$ cat config.mk
export PLATFORM = sky130hd
export DESIGN_NAME = hall_decoder
export DESIGN_NICKNAME = d
export VERILOG_FILES = /design/src/rtl/hall_decoder_pkg.sv /design/src/rtl/hall_decoder_debounce.sv /design/src/rtl/hall_decoder.sv
export SDC_FILE = /design/constraint.sdc
export NUM_CORES = 1
export LEC_CHECK = 0
export ABC_AREA = 1
export CORE_MARGIN = 1.5
export CORE_UTILIZATION = 45
export DETAILED_ROUTE_END_ITERATION = 8
export PLACE_DENSITY = 0.75
export SLEW_MARGIN = 20
export SYNTH_ARGS = -nofsm -noshare
export SYNTH_HDL_FRONTEND = slang
export SYNTH_HIERARCHICAL = 1
export SYNTH_SLANG_ARGS = --single-unit
$ cat constraint.sdc
create_clock -name i_clk -period 2.2 [get_ports i_clk]
set_clock_uncertainty 0.15 [all_clocks]
set_input_delay 0.33 -clock i_clk [delete_from_list [all_inputs] [get_ports i_clk]]
set_output_delay 0.33 -clock i_clk [all_outputs]
set_load 0.05 [all_outputs]
$ cat src/rtl/hall_decoder_pkg.sv
// hall_decoder_pkg: shared motor-side definitions.
// Holds the Hall-code-to-step table, the invalid-code constants, the ring
// adjacency tables (also used by the pattern generator) and the decoder FSM
// state enumeration.
package hall_decoder_pkg;

  // Hall codes that never occur on a healthy 120-degree sensor set
  localparam logic [2:0] HALL_INVALID_LO = 3'b000;
  localparam logic [2:0] HALL_INVALID_HI = 3'b111;

  // Step reported before any valid code has been seen
  localparam logic [2:0] STEP_RESET = 3'd5;

  // Decoder tracking states
  typedef enum logic [1:0] {
    ST_INIT  = 2'd0,
    ST_TRACK = 2'd1,
    ST_STALL = 2'd2
  } hall_state_e;

  // True for the two codes that cannot be mapped to a step
  function automatic logic hall_is_invalid(input logic [2:0] code);
    return (code == HALL_INVALID_LO) || (code == HALL_INVALID_HI);
  endfunction

  // Hall code {C,B,A} to commutation step 0..5
  function automatic logic [2:0] hall_to_step(input logic [2:0] code);
    logic [2:0] step;
    case (code)
      3'b101:  step = 3'd0;
      3'b100:  step = 3'd1;
      3'b110:  step = 3'd2;
      3'b010:  step = 3'd3;
      3'b011:  step = 3'd4;
      3'b001:  step = 3'd5;
      default: step = STEP_RESET;
    endcase
    return step;
  endfunction

  // Next step on the ring 0->1->2->3->4->5->0
  function automatic logic [2:0] step_inc(input logic [2:0] step);
    logic [2:0] nxt;
    case (step)
      3'd0:    nxt = 3'd1;
      3'd1:    nxt = 3'd2;
      3'd2:    nxt = 3'd3;
      3'd3:    nxt = 3'd4;
      3'd4:    nxt = 3'd5;
      3'd5:    nxt = 3'd0;
      default: nxt = 3'd0;
    endcase
    return nxt;
  endfunction

  // Previous step on the ring
  function automatic logic [2:0] step_dec(input logic [2:0] step);
    logic [2:0] prv;
    case (step)
      3'd0:    prv = 3'd5;
      3'd1:    prv = 3'd0;
      3'd2:    prv = 3'd1;
      3'd3:    prv = 3'd2;
      3'd4:    prv = 3'd3;
      3'd5:    prv = 3'd4;
      default: prv = 3'd0;
    endcase
    return prv;
  endfunction

endpackage

$ cat src/rtl/hall_decoder_debounce.sv
// hall_debounce: two-flop synchroniser for the asynchronous Hall lines
// followed by a stability filter. A code is offered once, as a one-cycle
// o_accept strobe, after it has been stable for K_DEBOUNCE synchronised
// cycles and only if it differs from the previously accepted code.
// The "last accepted" register resets to 000 so that idle/unpowered sensor
// lines right after reset do not raise a spurious invalid event.
module hall_debounce #(
  parameter int K_DEBOUNCE = 4
) (
  input  logic       i_clk,
  input  logic       i_rst,
  input  logic [2:0] i_hall,
  output logic [2:0] o_code,
  output logic       o_accept
);

  localparam int CW = (K_DEBOUNCE > 1) ? $clog2(K_DEBOUNCE) : 1;
  localparam logic [CW-1:0] CNT_MAX = CW'(K_DEBOUNCE - 1);

  logic [2:0]    r_sync1;
  logic [2:0]    r_sync2;
  logic [2:0]    r_cand;
  logic [CW-1:0] r_cnt;
  logic [2:0]    r_last;
  logic          w_accept;

  // Two-stage synchroniser for the raw sensor lines
  always_ff @(posedge i_clk) begin
    if (i_rst) begin
      r_sync1 <= 3'b000;
      r_sync2 <= 3'b000;
    end else begin
      r_sync1 <= i_hall;
      r_sync2 <= r_sync1;
    end
  end

  // Stability counter: restart on any code change, saturate while held
  always_ff @(posedge i_clk) begin
    if (i_rst) begin
      r_cand <= 3'b000;
      r_cnt  <= '0;
    end else if (r_sync2 != r_cand) begin
      r_cand <= r_sync2;
      r_cnt  <= '0;
    end else if (r_cnt != CNT_MAX) begin
      r_cand <= r_cand;
      r_cnt  <= r_cnt + CW'(1);
    end else begin
      r_cand <= r_cand;
      r_cnt  <= r_cnt;
    end
  end

  assign w_accept = (r_cnt == CNT_MAX) && (r_cand != r_last);

  // Remember the accepted code so each code is reported only once
  always_ff @(posedge i_clk) begin
    if (i_rst) begin
      r_last <= 3'b000;
    end else if (w_accept) begin
      r_last <= r_cand;
    end else begin
      r_last <= r_last;
    end
  end

  assign o_code   = r_cand;
  assign o_accept = w_accept;

endmodule

$ cat src/rtl/hall_decoder.sv
// hall_decoder: decodes debounced Hall codes into the 0..5 commutation step
// and reports direction, inter-commutation period, stall, invalid-code and
// skipped-step events. All outputs are registered.
// Optional feature macro: HALL_DECODER_PERIOD_EN builds the period counter,
// o_period, o_stalled and the ST_STALL state; without it o_period and
// o_stalled read constant zero.
module hall_decoder
  import hall_decoder_pkg::*;
#(
  parameter int K_DEBOUNCE = 4,
  parameter int K_PERIOD_W = 20
) (
  input  logic                  i_clk,
  input  logic                  i_rst,
  input  logic [2:0]            i_hall,
  input  logic                  i_step_polarity_rev,
  output logic [2:0]            o_step,
  output logic                  o_step_valid,
  output logic                  o_step_change,
  output logic                  o_direction,
  output logic [K_PERIOD_W-1:0] o_period,
  output logic                  o_stalled,
  output logic                  o_invalid,
  output logic                  o_skip
);

  localparam logic [K_PERIOD_W-1:0] PERIOD_ALL_ONES = {K_PERIOD_W{1'b1}};

  logic [2:0]            w_code;
  logic                  w_accept;
  logic                  w_acc_valid;
  logic                  w_acc_invalid;
  logic [2:0]            w_new_step;
  logic [K_PERIOD_W-1:0] w_cnt;
  logic                  w_cnt_sat;

  hall_decoder_pkg::hall_state_e r_state;
  hall_decoder_pkg::hall_state_e w_state_nxt;

  logic [2:0]            r_step;
  logic                  r_step_valid;
  logic                  r_step_change;
  logic                  r_direction;
  logic [K_PERIOD_W-1:0] r_period;
  logic                  r_stalled;
  logic                  r_invalid;
  logic                  r_skip;

  logic [2:0]            w_step_nxt;
  logic                  w_valid_nxt;
  logic                  w_change_nxt;
  logic                  w_dir_nxt;
  logic [K_PERIOD_W-1:0] w_period_nxt;
  logic                  w_stalled_nxt;
  logic                  w_invalid_nxt;
  logic                  w_skip_nxt;

  hall_debounce #(
    .K_DEBOUNCE (K_DEBOUNCE)
  ) u_debounce (
    .i_clk    (i_clk),
    .i_rst    (i_rst),
    .i_hall   (i_hall),
    .o_code   (w_code),
    .o_accept (w_accept)
  );

  assign w_acc_invalid = w_accept && hall_is_invalid(w_code);
  assign w_acc_valid   = w_accept && !hall_is_invalid(w_code);
  assign w_new_step    = hall_to_step(w_code);

`ifdef HALL_DECODER_PERIOD_EN
  logic [K_PERIOD_W-1:0] r_cnt;

  // Free-running period counter, restarted at 1 by each valid acceptance
  always_ff @(posedge i_clk) begin
    if (i_rst) begin
      r_cnt <= '0;
    end else if (w_acc_valid) begin
      r_cnt <= K_PERIOD_W'(1);
    end else if (r_cnt != PERIOD_ALL_ONES) begin
      r_cnt <= r_cnt + K_PERIOD_W'(1);
    end else begin
      r_cnt <= r_cnt;
    end
  end

  assign w_cnt     = r_cnt;
  assign w_cnt_sat = (r_cnt == PERIOD_ALL_ONES);
`else
  assign w_cnt     = '0;
  assign w_cnt_sat = 1'b0;
`endif

  // FSM state register
  always_ff @(posedge i_clk) begin
    if (i_rst) begin
      r_state <= ST_INIT;
    end else begin
      r_state <= w_state_nxt;
    end
  end

  // FSM next state; invalid codes never move the state, acceptance beats stall
  always_comb begin
    w_state_nxt = r_state;
    case (r_state)
      ST_INIT: begin
        if (w_acc_valid) w_state_nxt = ST_TRACK;
        else             w_state_nxt = ST_INIT;
      end
      ST_TRACK: begin
        if (w_acc_valid)    w_state_nxt = ST_TRACK;
        else if (w_cnt_sat) w_state_nxt = ST_STALL;
        else                w_state_nxt = ST_TRACK;
      end
      ST_STALL: begin
        if (w_acc_valid) w_state_nxt = ST_TRACK;
        else             w_state_nxt = ST_STALL;
      end
      default: w_state_nxt = ST_INIT;
    endcase
  end

  // FSM outputs: next values for the registered output set
  always_comb begin
    w_step_nxt    = r_step;
    w_valid_nxt   = r_step_valid;
    w_change_nxt  = 1'b0;
    w_dir_nxt     = r_direction;
    w_period_nxt  = r_period;
    w_stalled_nxt = r_stalled;
    w_invalid_nxt = w_acc_invalid;
    w_skip_nxt    = 1'b0;
    case (r_state)
      ST_INIT: begin
        // First valid code: no history, so direction and period are left alone
        if (w_acc_valid) begin
          w_step_nxt   = w_new_step;
          w_valid_nxt  = 1'b1;
          w_change_nxt = 1'b1;
        end else begin
          w_change_nxt = 1'b0;
        end
      end
      ST_TRACK, ST_STALL: begin
        if (w_acc_valid) begin
          w_step_nxt    = w_new_step;
          w_change_nxt  = 1'b1;
          w_stalled_nxt = 1'b0;
          if (w_new_step == step_inc(r_step)) begin
            w_dir_nxt = i_step_polarity_rev;
          end else if (w_new_step == step_dec(r_step)) begin
            w_dir_nxt = ~i_step_polarity_rev;
          end else begin
            w_skip_nxt = 1'b1;
          end
          // Leaving stall: the elapsed time overflowed, keep the period invalid
          if (r_state == ST_STALL) w_period_nxt = PERIOD_ALL_ONES;
          else                     w_period_nxt = w_cnt;
        end else if ((r_state == ST_TRACK) && w_cnt_sat) begin
          w_stalled_nxt = 1'b1;
          w_period_nxt  = PERIOD_ALL_ONES;
        end else begin
          w_stalled_nxt = r_stalled;
        end
      end
      default: begin
        w_step_nxt = r_step;
      end
    endcase
  end

  // Output registers
  always_ff @(posedge i_clk) begin
    if (i_rst) begin
      r_step        <= STEP_RESET;
      r_step_valid  <= 1'b0;
      r_step_change <= 1'b0;
      r_direction   <= 1'b0;
      r_period      <= '0;
      r_stalled     <= 1'b0;
      r_invalid     <= 1'b0;
      r_skip        <= 1'b0;
    end else begin
      r_step        <= w_step_nxt;
      r_step_valid  <= w_valid_nxt;
      r_step_change <= w_change_nxt;
      r_direction   <= w_dir_nxt;
      r_period      <= w_period_nxt;
      r_stalled     <= w_stalled_nxt;
      r_invalid     <= w_invalid_nxt;
      r_skip        <= w_skip_nxt;
    end
  end

  assign o_step        = r_step;
  assign o_step_valid  = r_step_valid;
  assign o_step_change = r_step_change;
  assign o_direction   = r_direction;
  assign o_period      = r_period;
  assign o_stalled     = r_stalled;
  assign o_invalid     = r_invalid;
  assign o_skip        = r_skip;

endmodule
==> Word level (Yosys, flattened, before mapping) <==
Index checks and enable logic that the tools add are counted.
Widths: inputs -> output; s select.
{ "word_totals": {"rom_bits": 0, "ram_bits": 0, "in_bits": 6, "mem_count": 0, "latch_bits": 0, "output_inout_bits": 29, "wordCells": 71, "ff_bits": 44} }
{ "op_classes": {"n_eq_ne": 19, "n_shift": 0, "mux": 16, "n_bitwise": 4, "mul": 0, "order_cmp": 0, "reduce_logical": 18, "n_div": 0, "addsub": 1} }
{ "op_table": {"columns": ["cell", "count"], "rows": [
  ["$pmux 3 s5", 3],
  ["$mux 20", 1],
  ["$eq 3x3->1 const B", 6],
  ["$mux 3", 5],
  ["$eq 3x2->1 const B", 4],
  ["$eq 3x3->1", 2],
  ["$logic_not 3->1", 2],
  ["$ne 3x3->1", 2],
  ["$pmux 2 s3", 1],
  ["$reduce_and 2->1", 3],
  ["$reduce_or 2->1", 3],
  ["$mux 1", 5],
  ["$eq 2x2->1 const B", 2],
  ["$not 1->1", 4],
  ["$reduce_or 4->1", 1],
  ["$eq 3x1->1 const B", 1],
  ["$logic_and 1x1->1", 3],
  ["$reduce_and 3->1", 1],
  ["$reduce_or 3->1", 1],
  ["$add 2x1->2 const B", 1],
  ["$eq 2x1->1 const B", 1],
  ["$logic_not 2->1", 1],
  ["$mux 2", 1],
  ["$ne 2x2->1 const B", 1],
  ["other kinds (3)", 3]
]} }

==> Logic depth before layout (Yosys ltp) <==
{ "depth": {"word_depth": 13, "mapped_depth": 14, "mapped_depth_nobuf": 14} }

==> Hierarchy <==
The synthesis kept the hierarchy.
{ "modules_own_cells": {"columns": ["mod", "cells_each", "area_per_inst_um2", "instances", "seq_area_each_um2"], "rows": [
  ["hall_decoder", 133, 869.6, 1, 220.2],
  ["hall_debounce", 75, 561.8, 1, 280.3]
]} }

==> Worst setup path after synthesis <==
Ideal clock, no wire load.
{ "synth_path": {"path_kind": "register to register", "startpoint": "reg r_step[0] (netlist: o_step[0])", "endpoint": "reg r_direction (netlist: o_direction)", "path_slack_ns": 0.411, "required_ns": 1.937, "arrival_time_ns": 1.526, "setup_ns": 0.113, "synth_period_minus_slack_ns": 1.789, "stages_incl_launch_ff": 13, "path_buffers": 1, "path_cell_list": "dfxtp_1 > buf_6 > nor2_1 > nand2_1 > nand2_2 > nand2_1 > nand2_1 > nor2_2 > nand2_2 > nand2_2 > nand2_2 > nor2_1 > nor2_1"} }
{ "synth_via": {"elab_chain_cells": 8, "elab_cells_between_ends": 18, "classes_between": "eq/ne: 7; mux: 8; reduce/logical: 3"} }
{ "synth_rtl": {"columns": ["element", "line", "rtl"], "rows": [
  ["start: declaration", "hall_decoder.sv:40", "logic [2:0] r_step;"],
  ["start signal: assignment", "hall_decoder.sv:186", "r_step <= w_step_nxt;"],
  ["$eq 3x3->1 (tied with other cells)", "hall_decoder_pkg.sv:59", "case (step)"],
  ["$pmux 3 s5", "hall_decoder_pkg.sv:59", null],
  ["$mux 3", "hall_decoder.sv:151", "if (w_new_step == step_inc(r_step)) begin"],
  ["$mux 3", "hall_decoder.sv:147", "if (w_acc_valid) begin"],
  ["$mux 3", "hall_decoder.sv:135", "case (r_state)"],
  ["$eq 3x3->1", "hall_decoder.sv:153", "end else if (w_new_step == step_dec(r_step)) begin"],
  ["$reduce_bool 2->1 (no source line)", null, null],
  ["$reduce_and 3->1 (no source line)", null, null],
  ["end signal: assignment", "hall_decoder.sv:189", "r_direction <= w_dir_nxt;"],
  ["end: declaration", "hall_decoder.sv:43", "logic r_direction;"]
]} }
Several ways; a longest one is shown, not always the timed one. The select of a mux whose other input is x is not followed.
A chain may end at the register's enable or synchronous reset.

==> Final worst setup path <==
{ "layout_path": {"startpoint": "reg r_step[2] (netlist: o_step[2])", "endpoint": "out o_step[2]"} }
{ "layout_lines": {"columns": ["element", "line", "rtl"], "rows": [
  ["end: declaration", "hall_decoder.sv:17", "output logic [2:0] o_step,"]
]} }
No word-level cell between the ends.

==> out/results.tsv <==
stage	metric	value	unit
detailed_routing	antenna_left	0	
cells_and_area	final_cells	267	
setup_path	crit_slowest_cell	clkdlybuf4s50_1	
power_and_ir_drop	vdd_drop_max	301	uV
sta	fmax	477	MHz
floorplan	start_util	47.3	%
placed_design	gp_congestion	0.796	
setup_path	crit_end	o_step[2]	
sta	worstMarginPinSlew	0.571	ns
logic_synthesis	synth_nets	218	
detailed_routing	routed_wl	2260	um
detailed_routing	wire_per_inst	8.45	um
setup_path	cp_max_fo	7	
cells_and_area	layout-drive-gt1-share	21.5	%
setup_path	reg2regPathDepth	8	
power_and_ir_drop	netSwitchingPower	173	uW
setup_path	slowest_delay	0.84	ns
floorplan	core	3030	um^2
sta	final_hold_viol_count	0	
setup_path	r2r_end	o_step[1]	
clocking	cts_tree	built	
detailed_routing	first_iter_violations	43	
hold_path	hp-start	u_debounce/r_sync1[1]	
setup_path	path_delay_family	buffers and inverters	
detailed_routing	drc	0	
power_and_ir_drop	comb_power_share	9.0	%
power_and_ir_drop	power	736	uW
sta	setup_viol	0	
logic_synthesis	yosysSeqAreaShare	35.0	%
logic_synthesis	syn_area_per_cell	6.88	um^2
clocking	root_buffer	clkbuf_4	
logic_synthesis	syn_area	1430	um^2
job	max-cap-violations	0	
clocking	postCtsSetupRepairBufs	0	
clocking	clkLatencyLatePin	0.31	ns
cells_and_area	final_util	53.8	%
logic_synthesis	ys_types	24	
placed_design	dp.cells	263	
grt	grt_pass1_wl	3760	um
sta	slew-limit-headroom	61.9	%
placed_design	portBuffers	33	
floorplan	rows	20	
detailed_routing	drt_pre_antenna_iters	4	
setup_path	cp_num_cells	1	
sta	maxSlewViolCount	0	
logic_synthesis	synth-seq-cells	25	
cells_and_area	final_nets	234	
setup_path	timing.rr.start	u_debounce/r_cnt[0]	
logic_synthesis	async_reset_ff_share	0	%
outcome	status	completed	
setup_path	crit_type	register to output port	
floorplan	die_w	59.4	um
clocking	cts_buffer_depth	2	
grt	grt_start_max_net_pins	22	
setup_path	r2r_slack	0.36	ns
sta	rsz0062_at_grt	false	
hold_path	hp-class	register to register	
grt	grt_pass1_vias	942	
setup_path	crit_buf_inv	1	
grt	grt_usage	13.7	%
cells_and_area	synthToLayoutAreaGrowth	13.8	%
setup_path	crit_required	1.72	ns
logic_synthesis	yosys_most_used_dff	dfxtp_1	
cells_and_area	finalInstanceArea	1630	um^2
floorplan	die_h	59.4	um
logic_synthesis	synth_cells	208	
setup_path	cp-start-kind	register	
grt	antenna_found_initial	0	
sta	finalSetupTns	0	ns
setup_path	end_kind	output port	
detailed_routing	avgViaCountPerCell	4.31	
power_and_ir_drop	swShare	23.5	%
power_and_ir_drop	clkPwrFrac	26.8	%
setup_path	path_cells	clkdlybuf4s50_1	
power_and_ir_drop	pwr-share-seq	64.1	%
power_and_ir_drop	leakage	0.000802	uW
setup_path	critPathLaunch	o_step[2]	
clocking	clock-sinks	25	
floorplan	io_pins	35	
cells_and_area	antenna_cells	0	
detailed_routing	route.vias.total	1150	
grt	overflow	0	
floorplan	die_area	3530	um^2
power_and_ir_drop	p_int	563	uW
sta	timing.final.crit_share	95.3	%
clocking	clk_pin_slew	0.13	ns
power_and_ir_drop	p_per_area	452	nW/um^2
logic_synthesis	ys_warn_count	6	
clocking	h-tree-depth	1	
logic_synthesis	synth_edf_count	0	
placed_design	place_area	1600	um^2
clocking	cts_buffers	3	
sta	fin_crit	2.10	ns
placed_design	dp_hpwl	1760	um
setup_path	arrival	1.62	ns
[through the flow]
step	setup slack, ns	hold slack [ns]
detailed placement	0.364	0.245
global placement	0.388	0.239
finish	0.103	0.261
floorplan	0.411	0.238
CTS	0.0132	0.263
global route	0.0369	0.280
[worst min-delay path by stage]
stage	slack, ns	cells after the start	end
global route	0.28	2	u_debounce/r_sync2[1]
finish	0.26	2	u_debounce/r_sync2[1]
detailed placement	0.24	2	u_debounce/r_sync2[1]
global placement	0.24	2	u_debounce/r_sync2[1]
floorplan	0.24	2	u_debounce/r_sync2[0]
CTS	0.26	2	u_debounce/r_sync2[1]
[cells in the mapped netlist (all sizes together) (2+ instances only)]
| master | number | area [um^2] |
|---|---|---|
| nand3 | 9 | 55.1 |
| a21oi | 8 | 40.0 |
| inv | 35 | 131 |
| ha | 4 | 50.1 |
| mux2i | 2 | 20.0 |
| xor2 | 2 | 17.5 |
| nand2 | 59 | 259 |
| dfxtp | 25 | 500 |
| buf | 24 | 181 |
| nor2 | 28 | 115 |
| o21ai | 7 | 35.0 |
[layout by cell type, fill, tap and decap left out, drive strengths merged]
cell,n
conb,1
nor2,28
o21ai,7
dfxtp,25
dlymetal6s2s,1
a21oi,8
clkinv,1
nand3,9
xor2,2
mux2i,2
a21boi,1
clkdlybuf4s50,12
inv,35
nand4,1
clkbuf,4
nand2,59
ha,4
buf,22
nor3,1
[layout make-up]
class | count | area [um^2]
fill | 296 | 1400
multi-input combinational | 123 | 614
inverter | 36 | 135
tap | 44 | 55.1
sequential | 25 | 500
clock buffer | 4 | 26.3
timing repair buffer | 35 | 298
[what timing repair did]
| item | in CTS | in global routing |
|---|---|---|
| endpoints found under the hold margin | 0 | 0 |
| gates resized for setup | 0 | 1 |
| setup endpoints to repair | 0 | 1 |
| hold buffers | 0 | 0 |
[sequential cells by signal, indices dropped and copies added (netlist names)]
name,flops
o_step,3
u_debounce/r_sync1,3
o_skip,1
o_direction,1
u_debounce/o_code,3
u_debounce/r_cnt,2
r_state,2
o_invalid,1
o_step_valid,1
o_period,1
u_debounce/r_sync2,3
o_step_change,1
u_debounce/r_last,3
[cell families after synthesis]
family / after synthesis / synth area share, %
buf+inv: 60 / 22.1
flops: 25 / 35.0
fa+ha+maj: 4 / 3.50
compound gates: 16 / 5.77
xor+xnor: 2 / 1.22
other cells: 1 / 0.262
simple gates: 98 / 30.8
mux: 2 / 1.40
[metal layers]
metal	track usage, %	share of wire [%]	vias up
li1	-	-	626
met1	17.3	49	502
met2	23.5	47	20
met3	2.62	3.4	2
met4	3.90	0.44	0
met5	0	0	-
[power by group through the flow]
stage | Clock [uW] | Sequential [uW] | Combinational (uW)
finish | 198 | 472 | 66.5
global route | 223 | 474 | 76.7
CTS | 210 | 472 | 67.1
detailed placement | 0 | 482 | 66.5
global placement | 0 | 481 | 66.4
floorplan | 0 | 481 | 49.1
No activity file was read; power rests on OpenSTA's default activity.
